`src/rtl/alu_pkg.sv`:
```
// Shared definitions for the ALU front-end sequencer: op codes, FSM states and
// the multiply cycle count of the shift-add/Booth ALU.
package alu_pkg;

    localparam int MULT_CYCLES = 18;

    localparam logic [1:0] OP_ADD = 2'b00;
    localparam logic [1:0] OP_SUB = 2'b01;
    localparam logic [1:0] OP_MUL = 2'b10;
    localparam logic [1:0] OP_RSV = 2'b11;

    typedef enum logic [2:0] {
        IDLE    = 3'd0,
        ALIGN   = 3'd1,
        EXEC    = 3'd2,
        CAPTURE = 3'd3,
        RESP    = 3'd4
    } seq_state_t;

endpackage

```
`src/rtl/alu_sequencer_phase_tracker.sv`:
```
// Shadow copy of the ALU's internal step counter: advances on every enabled
// ALU cycle and wraps at MOD, so the sequencer knows how far a multiply is from phase 0.
module alu_phase_tracker #(
    parameter int MOD = 18,
    parameter int W   = 5
) (
    input  logic         clock,
    input  logic         reset_n,
    input  logic         enable,
    output logic [W-1:0] phase,
    output logic [W:0]   cycles_to_zero
);

    localparam logic [W-1:0] PHASE_LAST = W'(MOD - 1);
    localparam logic [W:0]   PHASE_MOD  = (W + 1)'(MOD);

    always_ff @(posedge clock or negedge reset_n) begin
        if (!reset_n) begin
            phase <= '0;
        end else if (enable) begin
            phase <= (phase == PHASE_LAST) ? '0 : phase + 1'b1;
        end
    end

    // Enabled cycles still needed to bring the ALU counter back to 0.
    assign cycles_to_zero = PHASE_MOD - {1'b0, phase};

endmodule

```
`src/rtl/alu_sequencer.sv`:
```
// Single-outstanding front end for the shift-add/Booth ALU: accepts a request,
// aligns the ALU phase for multiplies, runs the operation and returns the result.
module alu_sequencer #(
    parameter int WIDTH       = 16,
    parameter int MULT_CYCLES = alu_pkg::MULT_CYCLES,
    parameter int PHASE_W     = 5
) (
    input  logic             clock,
    input  logic             reset_n,
    input  logic             req_valid,
    output logic             req_ready,
    input  logic [1:0]       req_op,
    input  logic [WIDTH-1:0] req_a,
    input  logic [WIDTH-1:0] req_b,
    output logic             rsp_valid,
    input  logic             rsp_ready,
    output logic [WIDTH-1:0] rsp_result,
    output logic             rsp_error,
    output logic             busy,
    output logic [WIDTH-1:0] alu_operand_1,
    output logic [WIDTH-1:0] alu_operand_2,
    output logic             alu_enable,
    output logic [1:0]       alu_op_select,
    input  logic [WIDTH-1:0] alu_result
);

    import alu_pkg::*;

    localparam logic [PHASE_W:0] STEP_ONE = (PHASE_W + 1)'(1);
    localparam logic [PHASE_W:0] STEP_MUL = (PHASE_W + 1)'(MULT_CYCLES);

    seq_state_t         state;
    logic [PHASE_W:0]   step;
    logic [1:0]         op_q;
    logic [WIDTH-1:0]   a_q;
    logic [WIDTH-1:0]   b_q;
    logic [PHASE_W-1:0] phase;
    logic [PHASE_W:0]   cycles_to_zero;

    alu_phase_tracker #(
        .MOD (MULT_CYCLES),
        .W   (PHASE_W)
    ) u_phase (
        .clock          (clock),
        .reset_n        (reset_n),
        .enable         (alu_enable),
        .phase          (phase),
        .cycles_to_zero (cycles_to_zero)
    );

    // Request handshake: a transfer happens on a rising edge where req_valid
    // and req_ready are both high; response likewise with rsp_valid/rsp_ready.
    assign req_ready = (state == IDLE);
    assign busy      = (state != IDLE);

    always_ff @(posedge clock or negedge reset_n) begin
        if (!reset_n) begin
            state         <= IDLE;
            step          <= '0;
            op_q          <= OP_ADD;
            a_q           <= '0;
            b_q           <= '0;
            rsp_valid     <= 1'b0;
            rsp_error     <= 1'b0;
            rsp_result    <= '0;
            alu_enable    <= 1'b0;
            alu_op_select <= OP_ADD;
            alu_operand_1 <= '0;
            alu_operand_2 <= '0;
        end else begin
            // ALU drive is registered from the current state; ALIGN issues
            // add-of-zero cycles purely to advance the ALU counter.
            alu_enable    <= (state == ALIGN) || (state == EXEC);
            alu_op_select <= (state == EXEC) ? op_q : OP_ADD;
            alu_operand_1 <= (state == EXEC) ? a_q : '0;
            alu_operand_2 <= (state == EXEC) ? b_q : '0;

            case (state)
                IDLE: begin
                    if (req_valid) begin
                        op_q <= req_op;
                        a_q  <= req_a;
                        b_q  <= req_b;
                        if (req_op == OP_RSV) begin
                            state      <= RESP;
                            rsp_valid  <= 1'b1;
                            rsp_error  <= 1'b1;
                            rsp_result <= '0;
                        end else if (req_op != OP_MUL) begin
                            state <= EXEC;
                            step  <= STEP_ONE;
                        end else if (phase == '0) begin
                            state <= EXEC;
                            step  <= STEP_MUL;
                        end else begin
                            state <= ALIGN;
                            step  <= cycles_to_zero;
                        end
                    end
                end
                ALIGN: begin
                    if (step == STEP_ONE) begin
                        state <= EXEC;
                        step  <= STEP_MUL;
                    end else begin
                        step <= step - 1'b1;
                    end
                end
                EXEC: begin
                    step <= step - 1'b1;
                    if (step == STEP_ONE) begin
                        state <= CAPTURE;
                    end
                end
                CAPTURE: begin
                    // Wait for the last registered enable to retire so the
                    // ALU result register holds the final value.
                    if (!alu_enable) begin
                        rsp_result <= alu_result;
                        rsp_valid  <= 1'b1;
                        rsp_error  <= 1'b0;
                        state      <= RESP;
                    end
                end
                RESP: begin
                    if (rsp_ready) begin
                        rsp_valid <= 1'b0;
                        state     <= IDLE;
                    end
                end
                default: state <= IDLE;
            endcase
        end
    end

endmodule

```
`config.mk`:
```
export PLATFORM = sky130hd
export DESIGN_NAME = alu_sequencer
export DESIGN_NICKNAME = d
export VERILOG_FILES = /design/src/rtl/alu_pkg.sv /design/src/rtl/alu_sequencer_phase_tracker.sv /design/src/rtl/alu_sequencer.sv
export SDC_FILE = /design/constraint.sdc
export NUM_CORES = 1
export LEC_CHECK = 0
export ABC_CLOCK_PERIOD_IN_PS = 2700
export CAP_MARGIN = 20
export CELL_PAD_IN_SITES_DETAIL_PLACEMENT = 1
export CELL_PAD_IN_SITES_GLOBAL_PLACEMENT = 1
export CORE_UTILIZATION = 38
export DETAILED_ROUTE_END_ITERATION = 7
export HOLD_SLACK_MARGIN = 0.08
export PLACE_DENSITY = 0.77
export SLEW_MARGIN = 10
export SYNTH_ARGS = -nofsm -noshare
export SYNTH_HDL_FRONTEND = slang
export SYNTH_HIERARCHICAL = 1
export SYNTH_SLANG_ARGS = --single-unit
```
`constraint.sdc`:
```
create_clock -name clock -period 2.7 [get_ports clock]
set_clock_uncertainty 0.1 [all_clocks]
set_input_delay 0.54 -clock clock [delete_from_list [all_inputs] [get_ports clock]]
set_output_delay 0.54 -clock clock [all_outputs]
set_load 0.005 [all_outputs]
```
==> run_results.csv, run 1 <==
group,metric,value,unit
sta,finalMaxSlewViolations,0,
floorplanning,die_y,106,um
sta,max_freq,0.405,GHz
sta,tightest_slew,0.561,ns
clocking,clk_pin_slew,0.10,ns
synthesis,synth_flop_cell,"dfrtp_1",
route,drc,0,
synthesis,ys_warn_count,6,
setup_path,required,2.06,ns
pwr,ir_drop,254,uV
global_routing,gr-total-overflow,0,
global_routing,first_global_vias,3033,
clocking,clock_sinks,101,
floorplanning,start_util,0.397,
global_routing,grt_max_degree,44,
clocking,cts_max_level,3,
sta,rsz0062_at_grt,"no",
run_status,status,"finished clean",
finish,layout.area.seq,0.00253,mm^2
synthesis,syn_nets,374,
sta,hold_viol,0,
route,routed_wl,9.74,mm
clocking,root_buffer,"clkbuf_8",
clocking,cts_buffers,9,
min_path,hold_path.class,"reg2reg",
synthesis,synth_edf_count,0,
clocking,cts_setup_buffers,0,
place,dp_hpwl,7.09,mm
setup_path,critPathCaptureType,"primary output",
clocking,clock_path_buffers,2,
sta,layout_min_cycle_time,2.47,ns
floorplanning,core-area,0.0104,mm^2
global_routing,met1_usage,0.227,
synthesis,synth_area_leader_cell,"dfrtp_1",
floorplanning,ios,109,
sta,fin_setup_tns,0,ns
synthesis,netlist_top_cells_area,"dfrtp_1 (61%), mux2_2 (9.8%), and2_1 (5.3%), a22o_1 (3.4%), a21oi_1 (1.2%)",
place,gp_congestion,0.816,
setup_path,crit_fanout,12,
global_routing,grt_usage,0.183,
synthesis,synth_cell_type_count,54,
route,dr.first_iter.drc_count,100,
pwr,p_total,2.53,mW
global_routing,use_met2,0.306,
sta,relSlewSlack,0.624,
setup_path,start_kind,"flop",
global_routing,grt_pass1_wl,15.8,mm
floorplanning,row_count,37,
synthesis,yosys.area.top_type_share,0.611,
global_routing,top_usage_layer,"met2",
sta,setup_viol,0,
place,port_buffers,108,
clocking,clock_latency,0.36,ns
finish,post-route-util,0.534,
run,max_cap_viol_count,0,
route,vias,2858,
setup_path,crit_type,"reg2out",
setup_path,cp_data_arrival_time,1.83,ns
finish,final_common_cell,"clkdlybuf4s50_1",
synthesis,async_flop_share,1.00,
pwr,power-per-cell-area,455,mW/mm^2
synthesis,syn_inst,316,
global_routing,antenna_found_initial,0,
floorplanning,chipWidth,106,um
synthesis,ys_ff_latch,101,
finish,multi_input_area,0.00147,mm^2
finish,fillers,1087,
synthesis,seq_area_frac_synth,0.611,
finish,layout_common_cells,"clkdlybuf4s50_1 (107), dfrtp_1 (101), mux2_2 (36)",
pwr,total_leakage_power,2.56,nW
global_routing,use_met3,0.0540,
floorplanning,die-area,0.0113,mm^2
sta,fin_crit_sh,0.915,
finish,drive_gt1_frac,0.164,
finish,insertedDiodeCount,0,
route,dr.pass1.iters,4,
synthesis,synth.avg_cell_area,13.1,um^2
clocking,cts_tree,"yes",
synthesis,synth_area,0.00414,mm^2
route,wl_per_cell,17.1,um
route,viasPerCell,5.01,
finish,syn2layout_area_growth,34.6,%
finish,num-nets-final,487,
route,antenna_left,0,
-- per-layer routing --
metal	part of all wire	routed length, um
met5	0	0
met4	0.011	112
met3	0.060	583
met2	0.50	4900
met1	0.43	4140
-- metrics by stage --
step	setup slack [ns]	cells	hold WS (ns)	area, um^2
global route	0.116	570	0.403	5570
detailed placement	0.405	553	0.362	5370
global placement	0.457	553	0.360	5370
floorplan	0.728	316	0.144	4140
finish	0.229	570	0.382	5570
CTS	0.185	570	0.387	5570
-- cell usage after synthesis, types with 4 or more instances --
| library cell | n |
|---|---|
| dfrtp_1 | 101 |
| mux2_2 | 36 |
| and2_1 | 35 |
| a22o_1 | 16 |
| inv_1 | 12 |
| nand2_1 | 11 |
| a21oi_1 | 10 |
| buf_2 | 8 |
| nor2_1 | 7 |
| o21ai_0 | 6 |
| clkbuf_1 | 4 |
| ha_1 | 4 |
-- sequential cells by signal, indices dropped and copies added (netlist names) --
signal,count
u_phase/phase,5
rsp_valid,1
alu_enable,1
a_q,16
step,6
alu_operand_2,16
alu_op_select,2
state,3
b_q,16
rsp_error,1
rsp_result,16
op_q,2
alu_operand_1,16
-- kinds of logic after synthesis --
group / share of synthesized area
buffers and inverters: 0.0351
flip-flops: 0.611
AND/OR/NAND/NOR: 0.113
multiplexers: 0.100
XOR/XNOR: 0.0106
AO/OA/AOI/OAI: 0.118
adder cells (fa/ha/maj): 0.0121
-- timing repair --
action / in CTS / in global routing
hold buffers: 1 / 0
hold endpoints to repair: 16 / 0
resized for setup: 0 / 0
-- power breakdown --
group	switching (mW)	internal, mW	leakage (nW)
logic	0.0462	0.0718	1.11
clock network	0.551	0.352	0.0894
registers	0	1.51	1.37
total	0.597	1.94	2.56
-- final timing paths --
check | startpoint | cells after the start | end | slack, ns
worst min-delay path | a_q[3]$_DFFE_PN0P_ | 1 | alu_operand_1[3]$_DFF_PN0_ | 0.38
worst max-delay path | state[2]$_DFFE_PN0P_ | 2 | req_ready | 0.23
worst max register to register | state[1]$_DFFE_PN0P_ | 4 | state[0]$_DFFE_PN0P_ | 0.55
worst min register to register | a_q[3]$_DFFE_PN0P_ | 1 | alu_operand_1[3]$_DFF_PN0_ | 0.38
max in group asynchronous | reset_n | 3 | alu_operand_1[5]$_DFF_PN0_ | 1.16
min in group asynchronous | reset_n | 2 | u_phase/phase[4]$_DFFE_PN0P_ | 0.61
-- layout make-up --
class | instances | area share
clock inverters | 6 | 0.00967
multi-input cells | 186 | 0.264
inverters | 13 | 0.00877
clock buffers | 10 | 0.0229
repair buffers | 118 | 0.210
flip-flops and latches | 101 | 0.454
well taps | 136 | 0.0306
-- worst max-delay path, stage by stage, from the launching register on --
cell             delay (ns)
dfrtp_1                0.57
nor3_2                 0.34
clkdlybuf4s50_1        0.56
No activity file was read; power rests on OpenSTA's default activity.
==> inputs of run 2 (changes only) <==
--- a/config.mk
+++ b/config.mk
@@ -10,6 +10,7 @@
 export CELL_PAD_IN_SITES_DETAIL_PLACEMENT = 1
 export CELL_PAD_IN_SITES_GLOBAL_PLACEMENT = 1
 export CORE_UTILIZATION = 38
+export CTS_CLUSTER_DIAMETER = 40
 export DETAILED_ROUTE_END_ITERATION = 7
 export HOLD_SLACK_MARGIN = 0.08
 export PLACE_DENSITY = 0.77
==> results of run 2 <==
No change in the layout: final DEF, timing and power equal those of run 1.
